===== config.mk =====
export PLATFORM = sky130hd
export DESIGN_NAME = r_enc_ctrl
export DESIGN_NICKNAME = d
export VERILOG_FILES = /design/src/rtl/r_enc_ctrl.sv
export SDC_FILE = /design/constraint.sdc
export NUM_CORES = 1
export LEC_CHECK = 0
export ABC_AREA = 1
export CAP_MARGIN = 10
export CELL_PAD_IN_SITES_DETAIL_PLACEMENT = 0
export CELL_PAD_IN_SITES_GLOBAL_PLACEMENT = 2
export CORE_MARGIN = 1.5
export CORE_UTILIZATION = 37
export CTS_BUF_LIST = sky130_fd_sc_hd__clkbuf_16
export DETAILED_ROUTE_END_ITERATION = 10
export PLACE_DENSITY = 0.95
export SLEW_MARGIN = 20
export SYNTH_ARGS = -nofsm -noshare
export SYNTH_HDL_FRONTEND = slang
export SYNTH_SLANG_ARGS = --single-unit

===== constraint.sdc =====
create_clock -name clk -period 7.4 [get_ports clk]
set_clock_uncertainty 0.2 [all_clocks]
set_input_delay 1.85 -clock clk [delete_from_list [all_inputs] [get_ports clk]]
set_output_delay 1.85 -clock clk [all_outputs]
set_load 0.03 [all_outputs]

===== src/rtl/r_enc_ctrl.sv =====
// r_enc_ctrl: rotary-encoder setting controller.
// Takes the decoded encoder stream (one-cycle event pulse and a direction bit)
// and drives an adjustable setting. The working value saturates at the
// MIN_VAL/MAX_VAL limits, and steps by FAST_STEP when the encoder is turned
// quickly in one direction. The controller runs an edit session and hands the
// final value downstream through a valid/ready commit handshake.
//
// Ports:
//   clk           system clock, rising edge
//   rst           asynchronous active-high reset
//   rlr[1:0]      bit1 = event pulse, bit0 = direction (1 = decrement)
//   btn_press     one-cycle commit request
//   value         registered working value
//   editing       high while an edit session is open
//   commit_valid  commit_data valid, held until commit_ready
//   commit_ready  downstream accept
//   commit_data   last committed value
module r_enc_ctrl #(
  parameter int WIDTH     = 8,
  parameter int MIN_VAL   = 0,
  parameter int MAX_VAL   = 255,
  parameter int INIT_VAL  = 0,
  parameter int FAST_CYC  = 500000,
  parameter int FAST_STEP = 8,
  parameter int IDLE_CYC  = 50000000,
  parameter int TW        = 26
) (
  input  logic             clk,
  input  logic             rst,
  input  logic [1:0]       rlr,
  input  logic             btn_press,
  output logic [WIDTH-1:0] value,
  output logic             editing,
  output logic             commit_valid,
  input  logic             commit_ready,
  output logic [WIDTH-1:0] commit_data
);

  typedef enum logic [1:0] {S_IDLE, S_EDIT, S_COMMIT} state_e;

  localparam logic [WIDTH-1:0] INIT_V    = WIDTH'(INIT_VAL);
  localparam logic [WIDTH:0]   MIN_E     = (WIDTH+1)'(MIN_VAL);
  localparam logic [WIDTH:0]   MAX_E     = (WIDTH+1)'(MAX_VAL);
  localparam logic [WIDTH:0]   FAST_S    = (WIDTH+1)'(FAST_STEP);
  localparam logic [WIDTH:0]   ONE_S     = (WIDTH+1)'(1);
  localparam logic [TW-1:0]    FAST_T    = TW'(FAST_CYC);
  localparam logic [TW-1:0]    IDLE_LAST = TW'(IDLE_CYC - 1);

  // Saturating step in WIDTH+1 bits so an increment past MAX_VAL cannot wrap.
  // The value is always >= MIN_VAL, so (v - MIN) cannot underflow.
  function automatic logic [WIDTH-1:0] step_sat(input logic [WIDTH-1:0] v,
                                                input logic             dec,
                                                input logic [WIDTH:0]   step);
    logic [WIDTH:0] ext;
    logic [WIDTH:0] res;
    ext = {1'b0, v};
    if (dec) begin
      if ((ext - MIN_E) < step) res = MIN_E;
      else                      res = ext - step;
    end else begin
      res = ext + step;
      if (res > MAX_E) res = MAX_E;
    end
    return res[WIDTH-1:0];
  endfunction

  state_e           state_q, state_d;
  logic [WIDTH-1:0] value_q, value_d;
  logic [WIDTH-1:0] cdata_q, cdata_d;
  logic [TW-1:0]    gap_q, gap_d;
  logic [TW-1:0]    idle_q, idle_d;
  logic             last_dir_q, last_dir_d;

  logic             ev, dir, fast;
  logic [WIDTH-1:0] stepped;

  assign ev  = rlr[1];
  assign dir = rlr[0];
  // Acceleration only inside a session, on a quick same-direction event.
  assign fast    = (state_q == S_EDIT) && (gap_q < FAST_T) && (dir == last_dir_q);
  assign stepped = step_sat(value_q, dir, fast ? FAST_S : ONE_S);

  always_comb begin
    state_d    = state_q;
    value_d    = value_q;
    cdata_d    = cdata_q;
    gap_d      = (gap_q < FAST_T) ? gap_q + 1'b1 : gap_q;
    idle_d     = '0;
    last_dir_d = last_dir_q;
    case (state_q)
      S_IDLE: begin
        if (ev) begin
          value_d    = stepped;
          gap_d      = '0;
          last_dir_d = dir;
          state_d    = S_EDIT;
        end
      end
      S_EDIT: begin
        if (ev) begin
          value_d    = stepped;
          gap_d      = '0;
          last_dir_d = dir;
        end else begin
          idle_d = idle_q + 1'b1;
        end
        // Timeout only fires on a quiet cycle so it always lands exactly
        // IDLE_CYC cycles after the last value change. A same-cycle event
        // and button commit the stepped value.
        if (btn_press || (!ev && (idle_q == IDLE_LAST))) begin
          state_d = S_COMMIT;
          cdata_d = value_d;
        end
      end
      S_COMMIT: begin
        if (commit_ready) state_d = S_IDLE;
      end
      default: state_d = S_IDLE;
    endcase
  end

  always_ff @(posedge clk or posedge rst) begin
    if (rst) begin
      state_q    <= S_IDLE;
      value_q    <= INIT_V;
      cdata_q    <= INIT_V;
      gap_q      <= FAST_T;
      idle_q     <= '0;
      last_dir_q <= 1'b0;
    end else begin
      state_q    <= state_d;
      value_q    <= value_d;
      cdata_q    <= cdata_d;
      gap_q      <= gap_d;
      idle_q     <= idle_d;
      last_dir_q <= last_dir_d;
    end
  end

  assign value        = value_q;
  assign commit_data  = cdata_q;
  assign editing      = (state_q == S_EDIT);
  assign commit_valid = (state_q == S_COMMIT);

endmodule


======== Word-level counts from Yosys, hierarchy flattened ========
Cells that the tools add are included.
storage, ports and cells
  register bits ........................... 71
  bits of input ports ..................... 6
  output and inout bits ................... 18
  word-level logic and storage cells ...... 44
operators by class
  add/sub/neg operators ................... 4
  order comparisons ....................... 3
  equality and inequality tests ........... 7
  multiplexer cells ....................... 14
  reductions and logical operators ........ 10
operators by type and width
  kind                                                           count
  two-way mux 26 bit                                             5
  adder 26 x 1 -> 26 bit, second input constant                  2
  two-way mux 8 bit                                              4
  == test 26 bit, second input constant                          1
  < comparator 26 x 19 -> 1 bit, second input constant           1
  adder 8 x 4 -> 9 bit                                           1
  greater-than comparator 9 x 8 -> 1 bit, second input constant  1
  < comparator 8 x 4 -> 1 bit                                    1
  subtractor 8 x 4 -> 8 bit                                      1
  two-way mux 2 bit                                              3
  case mux 2 bit (3 select lines)                                1
  two-way mux 4 bit                                              1
  != test 2 x 1 -> 1 bit, second input constant                  2
  AND reduction 2 bit                                            2
  logical AND 1 bit                                              3
  AND reduction 3 bit                                            1
  == test 2 x 1 -> 1 bit, second input constant                  1
  == test 2 bit, second input constant                           1
  zero test 2 bit                                                1
  != test 2 bit, second input constant                           1
  OR reduction 2 bit                                             1
  == test 1 bit                                                  1
  zero test 1 bit                                                1
  logical OR 1 bit                                               1

======== Longest topological paths before layout ========
  depth in word-level cells ............... 9
  mapped depth ............................ 21
  gate-level depth less buffers ........... 20

======== Worst setup path after synthesis ========
OpenSTA, ideal clock, no wires.
  path type ............................... input-to-reg
  from .................................... input port rlr[0]
  to ...................................... register value_q[4], in the netlist value[4]
  setup time .............................. 0.084 ns
  arrival ................................. 3.538 ns
  required time ........................... 7.116 ns
  setup slack ............................. 3.578 ns
  stages on the path ...................... 15
  path buffers ............................ 0
  path through ............................ clkinv_1 nand2_1 nand2_1 nor2_1 nand2_1 ha_1 ha_1 nand3_1 nand2_1 nand2_1 nor2_1 or2_2 nand3_1 nand3_1 o21ai_0
on the way
  cells in the longest elaborated chain, start to end .. 8
RTL lines
  item                                    RTL line  text
  start, declared                         30        input logic [1:0] rlr,
  == test 1 bit                           80        assign fast = (state_q == S_EDIT) && (gap_q < FAST_T) && (dir == last_dir_q);
  logical AND 1 bit                       80
  two-way mux 4 bit                       81        assign stepped = step_sat(value_q, dir, fast ? FAST_S : ONE_S);
  adder 8 x 4 -> 9 bit                    61        res = ext + step;
  greater-than comparator 9 x 8 -> 1 bit  62        if (res > MAX_E) res = MAX_E;
  two-way mux 8 bit                       62
  two-way mux 8 bit *                     57        if (dec) begin
  two-way mux 8 bit *                     100       if (ev) begin
  end signal, assigned                    132       value_q <= value_d;
  end, declared                           68        logic [WIDTH-1:0] value_q, value_d;
Mark *: on every way between the ends. The rest lies on a longest branch, timed or not.
A chain may end at the register's enable or synchronous reset.

======== Final worst setup path ========
Ends and elaborated chain as after synthesis.

==> impl_results.md <==
* Count of final hold-check violations at 0
* # port buffers at 23
* Area share of the largest cell type after synthesis at 0.368
* CTS tree: done
* Synth area leader: dfrtp_1
* M2 GR Usage at 0.298
* Leakage at about 2.4 nW
* Reg clk slew, reported paths at 0.06 ns
* Max clock buf depth at 2
* Worst rel slew slack at 0.383
* Io pins at 24
* Starting Density at 0.380
* RSZ-0062 raised after global routing: no
* Horiz. Die Dim at approximately 110 µm
* Setup bufs post-CTS at 0
* Core area at 0.0115 mm²
* Area grow syn2layout at 15.1%
* Combinational fraction of design power at 0.396
* Clock latency on the worst-skew pair at 0.34 ns
* WL/cell at 13.4 µm
* Fin util at 0.437
* Largest cells by area after synthesis: dfrtp_1 (37%), nand2_1 (14%), nor2_1 (8.6%), nand3_1 (7.8%), inv_1 (6.5%)
* Minimum clock period at 4.41 ns
* Iter 0 DRT Violations at a little under 300
* Share of layout cells above drive strength 1 at 0.0624
* First-pass GRT wire length at 18,200 µm
* PostCTS Resize Cnt at 0
* GRT overflow at 0
* R2r worst-path depth at 19
* GR Layer Usage met3 at 0.0343
* Hold Buf Count CTS at 0
* Nets at 666
* Final period util at 0.597
* GPL Wtd Cong at 0.866
* WP data arrival at 4.43 ns
* Critical Path Fanout Max at 10
* Placed Instances at 784
* H-tree depth at 3
* FF/Latch Area at 0.00179 mm²
* Mean area per synthesized cell at 6.97 µm²
* VDD IR max at 0.185 mV
* N_diodes at 0
* Largest net degree at the start of global routing at 72
* Sw frac at 0.407
* Most common cell in the netlist: nand2_1
* Post-Syn Nets at around 640
* # rows at 39
* Multi-input gate area at 0.00221 mm²
* Class of the worst hold path: reg2reg
* First drt pass iteration count at 5
* Main synth FF type: dfrtp_1
* Worst Setup End Kind: flop
* Die area at 0.0124 mm²
* #FFs+latches synth at 71
* Setup TNS at 0 ns
* Met1 usage at 0.243
* CTS Buf Count at 9
* Gr busiest metal: met2
* FF-to-FF setup slack at about 4.3 ns
* Max cap viols at 0
* Commonest cells post-synth: nand2_1 (166), nor2_1 (100), inv_1 (76)
* Worst-margin pin slew at around 0.93 ns
* Sw Pwr at 637 µW
* Flop pwr share at 0.335
* Clk network pwr share at 0.270
* Outcome: completed
* Worst slack at placement at 2.64 ns
* CTS sink cnt at 71
* Number of global-route vias before repair at 3,756
* Fillers at 1,196
* Yosys warns at 0
* Clock root buffer master: clkbuf_16
* Syn Std Cell Area at 0.00436 mm²
* Share of the yosys chip area belonging to registers at 0.410
* DIE HEIGHT at 112 µm
* Critical path startpoint category: input port
* CP Class: in2reg
* Async set-reset flop share out of synthesis at 1.00
* Setup crit start: rlr[0]
* CP required at 7.41 ns
* Number of synthesized flops with an enable pin at 0
* Setup ws final at 2.99 ns
* Post-synthesis cell count at 625
* Worst R2R End: value[4]
* Final WL at 10,700 µm
* Remaining DRCs at 0
* Via count at 3,939
* Final Power at ~1.6 mW
* Pint at 928 µW
* Power Density at around 310 mW/mm²
* Vias per cell at 4.92
* Worst r2r src: gap_q[10]
* FMAX at 227 MHz
* # setup viols final at 0
* Post-DP HPWL at about 7700 µm
* CP endpoint: value[4]
* Routed Antenna Nets at 0
* Post-synthesis cell type count at 37
* Initial antenna violation count at 0
* Non-filler cells, final at 800
* Gr usage total at 0.185
* Final Max Tran Viols at 0
metrics by stage:
stage,hold WS [ns],cell area [µm²]
floorplan,0.255,4360
global placement,0.266,4730
detailed placement,0.264,4730
CTS,0.284,5010
global route,0.323,5010
finish,0.285,5010
registers in the layout, indices dropped and copies added (netlist names):
name / cells
idle_q: 26
value: 8
commit_data: 8
gap_q: 26
state_q: 2
last_dir_q: 1
area by class of cell:
type | instances | area share
Clock buffer | 9 | 0.0449
Clock inverter | 7 | 0.0115
Multi-Input combinational cell | 463 | 0.441
Timing Repair Buffer | 26 | 0.0504
Sequential cell | 71 | 0.356
Inverter | 81 | 0.0606
Tap cell | 143 | 0.0357
worst min-delay path by stage:
stage | from | end | slack, ns | cells after the start
6_report | commit_data[7] | commit_data[7] | 0.28 | 2
3_3_place_gp | commit_data[5] | commit_data[5] | 0.27 | 2
2_1_floorplan | idle_q[4] | idle_q[4] | 0.25 | 1
5_1_grt | idle_q[4] | idle_q[4] | 0.32 | 1
4_1_cts | commit_data[0] | commit_data[0] | 0.28 | 2
3_5_place_dp | commit_data[7] | commit_data[7] | 0.26 | 2
placed cells by master (no fill, tap or decap), types with 2 or more instances in the layout:
master and count:
nor2_4 4, dfrtp_1 64, ha_1 8, o21ai_1 2
o21ai_0 32, a31oi_1 2, xor2_1 13, nor3_1 7
nor2_2 3, nand3_1 68, clkinv_1 4, clkdlybuf4s50_1 23
nor3b_1 3, clkbuf_16 9, nand2_1 166, buf_4 3
inv_2 3, nand4_1 16, a21oi_1 21, dfstp_2 7
nand2_2 4, inv_1 78, o21a_1 2, xnor2_1 2
nor2_1 100
power groups by stage:
stage / clock network, mW / registers [mW] / logic, mW
5_1_grt: 0.450 / 0.535 / 0.699
6_report: 0.422 / 0.524 / 0.620
3_3_place_gp: 0 / 0.530 / 0.626
2_1_floorplan: 0 / 0.591 / 0.360
4_1_cts: 0.435 / 0.525 / 0.627
3_5_place_dp: 0 / 0.531 / 0.623
layer usage:
layer / up-vias / wire [µm]
li1: 2058 / -
met3: 19 / 389
met4: 0 / 207
met5: - / 0
met1: 1802 / 4980
met2: 60 / 5110
worst max-delay path, stage by stage:
cell and delay [ns]:
clkdlybuf4s50_1 0.52, clkinv_1 0.30, nor2_1 0.18, nor2_1 0.06, nand2_1 0.13, ha_1 0.22, ha_1 0.20, nand2_1 0.07
nand2_1 0.07, nand2_1 0.10, nor2_1 0.24, nor2_4 0.10, nand2_1 0.08, nand3_1 0.10, nand3_1 0.10, o21ai_0 0.09
kinds of logic after synthesis:
logic type	synth area share
and+or+nand+nor	0.374
buffers and inverters	0.0827
DFF	0.410
AOI/OAI and AO/OA	0.0807
xor gates and xnor gates	0.0302
adders and majority gates	0.0230
No activity file was read; power rests on OpenSTA's default activity.
